--- config.mk ---
export PLATFORM = sky130hd
export DESIGN_NAME = pipelined_ripple_adder
export DESIGN_NICKNAME = d
export VERILOG_FILES = /design/src/rtl/pipelined_ripple_adder.sv
export SDC_FILE = /design/constraint.sdc
export NUM_CORES = 1
export LEC_CHECK = 0
export BUFFER_PORTS_ARGS = -buffer_cell sky130_fd_sc_hd__clkbuf_2
export CORE_ASPECT_RATIO = 0.7
export CORE_MARGIN = 5
export CORE_UTILIZATION = 40
export CTS_CLUSTER_DIAMETER = 50
export DETAILED_ROUTE_END_ITERATION = 10
export HOLD_SLACK_MARGIN = 0.02
export SLEW_MARGIN = 40
export SYNTH_ARGS = -nofsm -noshare
export SYNTH_HDL_FRONTEND = slang
export SYNTH_SLANG_ARGS = --single-unit
--- constraint.sdc ---
create_clock -name clk -period 4.1 [get_ports clk]
set_input_delay 0.615 -clock clk [delete_from_list [all_inputs] [get_ports clk]]
set_output_delay 0.615 -clock clk [all_outputs]
set_load 0.1 [all_outputs]
--- src/rtl/pipelined_ripple_adder.sv ---
// Pipelined ripple-carry add/subtract with one W-bit slice per stage.
// The carry ripples one slice per cycle under a global valid/ready stall.
module pipelined_ripple_adder #(
    parameter int N      = 32,
    parameter int STAGES = 4
) (
    input  logic         clk,
    input  logic         rst_n,
    input  logic         in_valid,
    output logic         in_ready,
    input  logic [N-1:0] a,
    input  logic [N-1:0] b,
    input  logic         carry_in,
    input  logic         sub,
    output logic         out_valid,
    input  logic         out_ready,
    output logic [N-1:0] sum,
    output logic         carry_out,
    output logic         overflow
);

    localparam int W = N / STAGES;

    logic adv;

    logic [N-1:0] a_q [STAGES];
    logic [N-1:0] b_q [STAGES];
    logic [N-1:0] s_q [STAGES];
    logic         c_q [STAGES];
    logic         m_q [STAGES];
    logic         v_q [STAGES];

    logic [N-1:0] a_n [STAGES];
    logic [N-1:0] b_n [STAGES];
    logic [N-1:0] s_n [STAGES];
    logic         c_n [STAGES];
    logic         m_n [STAGES];
    logic         v_n [STAGES];

    logic [N-1:0] ta;
    logic [N-1:0] tb;
    logic [N-1:0] ts;
    logic         tc;
    logic         tm;
    logic         tx;
    int           p;

    assign adv       = ~v_q[STAGES-1] | out_ready;
    assign in_ready  = adv;
    assign out_valid = v_q[STAGES-1];
    assign sum       = s_q[STAGES-1];
    assign carry_out = c_q[STAGES-1];
    assign overflow  = c_q[STAGES-1] ^ m_q[STAGES-1];

    // Slice r takes its operands/carry from stage r-1, or from the ports for r=0.
    always_comb begin
        ta = '0;
        tb = '0;
        ts = '0;
        tc = 1'b0;
        tm = 1'b0;
        tx = 1'b0;
        p  = 0;
        for (int r = 0; r < STAGES; r++) begin
            p = (r > 0) ? r - 1 : 0;
            if (r == 0) begin
                ta = a;
                tb = sub ? ~b : b;
                ts = '0;
                tc = sub | carry_in;
                v_n[r] = in_valid;
            end else begin
                ta = a_q[p];
                tb = b_q[p];
                ts = s_q[p];
                tc = c_q[p];
                v_n[r] = v_q[p];
            end
            tm = 1'b0;
            for (int j = 0; j < W; j++) begin
                tx = ta[r*W+j] ^ tb[r*W+j];
                ts[r*W+j] = tx ^ tc;
                if (r*W + j == N - 1) tm = tc;
                tc = (ta[r*W+j] & tb[r*W+j]) | (tx & tc);
            end
            a_n[r] = ta;
            b_n[r] = tb;
            s_n[r] = ts;
            c_n[r] = tc;
            m_n[r] = tm;
        end
    end

    always_ff @(posedge clk or negedge rst_n) begin
        if (!rst_n) begin
            for (int r = 0; r < STAGES; r++) begin
                a_q[r] <= '0;
                b_q[r] <= '0;
                s_q[r] <= '0;
                c_q[r] <= 1'b0;
                m_q[r] <= 1'b0;
                v_q[r] <= 1'b0;
            end
        end else if (adv) begin
            for (int r = 0; r < STAGES; r++) begin
                a_q[r] <= a_n[r];
                b_q[r] <= b_n[r];
                s_q[r] <= s_n[r];
                c_q[r] <= c_n[r];
                m_q[r] <= m_n[r];
                v_q[r] <= v_n[r];
            end
        end
    end

endmodule
==> metrics.txt <==
wire length of the first global-routing pass=25.0 mm; antenna viol nets, final=0; Worst Skew=0.00821 ns; list of cells traversed by the critical path=clkbuf_2 > xnor2_1 > fa_2 > fa_2 > fa_2 > fa_2 > fa_2 > fa_2 > fa_1 > inv_1 > fa_1 > mux2_1; width of the die=184 microns; total die area=24300 sq um; ratio of routed vias to standard cells=4.58; worst slew slack as a fraction of its limit=53.5%; nets in the synthesized netlist=609; Worst R2R Start=c_q[3]$_DFFE_PN0P_; period utilization=94.0%; delay of the slowest cell on the worst path=0.40 ns; antenna violations before repair=1; most common cell in the synthesized netlist=sky130_fd_sc_hd__dfrtp_1; Via Count=4137; number of H-tree branching levels=4; Final nets=716; Synth area leaders=sky130_fd_sc_hd__dfrtp_1 55%, sky130_fd_sc_hd__mux2_4 21%, sky130_fd_sc_hd__fa_1 7.5%, sky130_fd_sc_hd__mux2_1 6.2%, sky130_fd_sc_hd__xor2_1 2.5%; Starting DRT DRC Count=171; number of global-route vias before repair=4692; Post-synth EDFFs=0; fraction of layout cells with a size suffix above 1=44.8%; final critical delay including setup and external delays=3.86 ns; Core ar.=20800 sq um; DP Area=9250 sq um; XOR/XNOR Fraction of Synth Area=3.41%; Fin. Hold Viols=0; kind of start point of the critical path=input port; area share of the largest cell type after synthesis=54.5%; total routing resource utilization after global routing=12.9%; Detailed Routing Iterations Pass 1=4; Area growth, synth to finish=16.5%; adder-cell share of the synthesized area=7.55%; number of setup violations in the final report=0; most frequent cells after synthesis=185 x sky130_fd_sc_hd__dfrtp_1, 120 x sky130_fd_sc_hd__mux2_4, 47 x sky130_fd_sc_hd__mux2_1, 32 x sky130_fd_sc_hd__fa_1, 30 x sky130_fd_sc_hd__inv_1; post-route cell area=9880 sq um; Synth Area in Simple Gates=1.34%; sum of routed wire length over all layers=14.8 mm; library cell used as clock root buffer=sky130_fd_sc_hd__clkbuf_16; Residual DRC=0; synth unique cells=16; share of the core filled with cells in the final layout=47.5%; status=finished clean; Total Neg Setup Slack=0 ns; Sinks on Clock Net=185; Top FF cell, synth=sky130_fd_sc_hd__dfrtp_1; number of standard cells after synthesis=507; Highest Clock Rate=0.259 GHz; share of synthesized flip-flops with an asynchronous set or reset=100%; origin of the worst setup path=sub; setup repair after global routing missed its margin=false; gate family responsible for the most delay along the worst path=adder cells; Power Density=892 nW/um^2; number of port buffers=105; IO Count=106; data required time at the worst endpoint=4.41 ns; leakage power of the design=0.00475 uW; transition time at the pin with the least slew margin=0.698 ns; mean area per synthesized cell=16.7 sq um; cts-stage hold buffer count=0; Warnings, synthesis=0; Worst Setup Slack, final=0.245 ns; routed length per placed instance=16.4 microns; final max-slew violation count=0; largest net degree at the start of global routing=104; critical path class=in -> reg; aggregate global routing overflow=0; area leader, netlist=sky130_fd_sc_hd__dfrtp_1; initial cell density of the core=40.8%; number of buffer and inverter stages on the critical path=2; Post-Syn Area=8490 sq um; critical path capture point type=flip-flop; Max FO, Critical Path=4; maximum number of buffers from clock root to sink=2; Critical Path Slowest Stage Cell=sky130_fd_sc_hd__fa_1; mux contribution to synthesized area=27.9%; most frequent cell on the critical path=sky130_fd_sc_hd__fa_2; max_cap viols=0; CTS tree=built; source-to-sink clock delay at the later pin of the worst-skew pair=0.43 ns; fraction of the mapped netlist area in compound gates=1.16%; overall die height=132 microns; sequential cell area fraction in the yosys report=54.5%; filler cell count=1810; Antenna Cells=0; data arrival time of the critical path=4.17 ns; dominant combinational cell family by area after synthesis=multiplexers; Hold/Removal Path Class=in -> async; register clock-pin slew on the reported worst setup and hold paths=0.07 ns; post-CTS resize count=0; pre-CTS worst setup slack=-0.186 ns; post-CTS repair timing setup buffer count=0; worst IR drop on VDD=606 uV; routability congestion estimate from global placement=0.727; number of rows in the core area=44; detailed placer's ending HPWL=9.91 mm; flip-flop and latch count after synthesis=185; number of buffers inserted during clock tree synthesis=17
## final cells by class
type | count | area [sq um] | area share, %
Multi-Input combinational cell | 265 | 3540 | 35.8
Sequential cell | 185 | 4630 | 46.8
Inverter | 30 | 113 | 1.14
Clock buffer | 21 | 460 | 4.66
Tap cell | 276 | 345 | 3.49
Clock inverter | 11 | 145 | 1.47
Timing Repair Buffer | 115 | 656 | 6.63
## metal layers
metal	vias to the layer above	share of wire [%]	global-route usage, %
met1	2131	49	18.4
met4	2	1.1	3.33
li1	1907	-	-
met3	16	5.0	4.44
met2	81	44	18.9
met5	-	0.088	0
## placed cells by master (no fill, tap or decap), drive strengths merged, types with 9 or more instances in the layout
cell type / Yosys / routed
xor2: 24 / 24
buf: 25 / 11
xnor2: 9 / 9
nor3b: 13 / 13
mux2: 167 / 167
fa: 32 / 32
a21oi: 13 / 13
clkbuf: 2 / 125
inv: 30 / 31
dfrtp: 185 / 185
## logic make-up (layout without fill, tap and decap cells)
| family | count (synthesis) | count (layout) |
|---|---|---|
| flip-flops | 185 | 185 |
| multiplexers | 171 | 171 |
| buffers and inverters | 57 | 177 |
| XOR/XNOR | 33 | 33 |
| adder cells (fa/ha/maj) | 32 | 32 |
| AND/OR/NAND/NOR | 16 | 16 |
| AO/OA/AOI/OAI | 13 | 13 |
## power breakdown
group	switching [uW]	internal, uW	leakage (uW)	total (uW)
Clock	688	992	0.000289	1680
Combinational	2350	1630	0.00233	3980
Sequential	499	2660	0.00214	3160
## state kept, by name, summed over array words and instances (netlist names)
name       flops
a_n           40
b_n           40
c_q            3
carry_out      1
m_q            1
out_valid      1
s_n           48
sum           32
ta             8
tb             8
v_n            3
## through the flow
stage               instances  power, uW  hold WS, ns
finish                    903       8820       0.0937
global route              903       9360        0.119
CTS                       902       8960        0.322
detailed placement        870       7220        0.463
global placement          870       7100        0.451
floorplan                 507       6470        0.319
## worst paths after layout
check	endpoint	slack (ns)	cells after the start
worst max-delay path	s_n[71]$_DFFE_PN0P_	0.24	12
worst min-delay path	sum[10]$_DFFE_PN0P_	0.09	1
worst max register to register	s_n[47]$_DFFE_PN0P_	0.30	12
worst min register to register	out_valid$_DFFE_PN0P_	0.47	1
max in group asynchronous	b_n[53]$_DFFE_PN0P_	2.88	3
min in group clk	a_n[95]$_DFFE_PN0P_	0.41	2
Note: power is estimated with default switching activity, not from simulation.
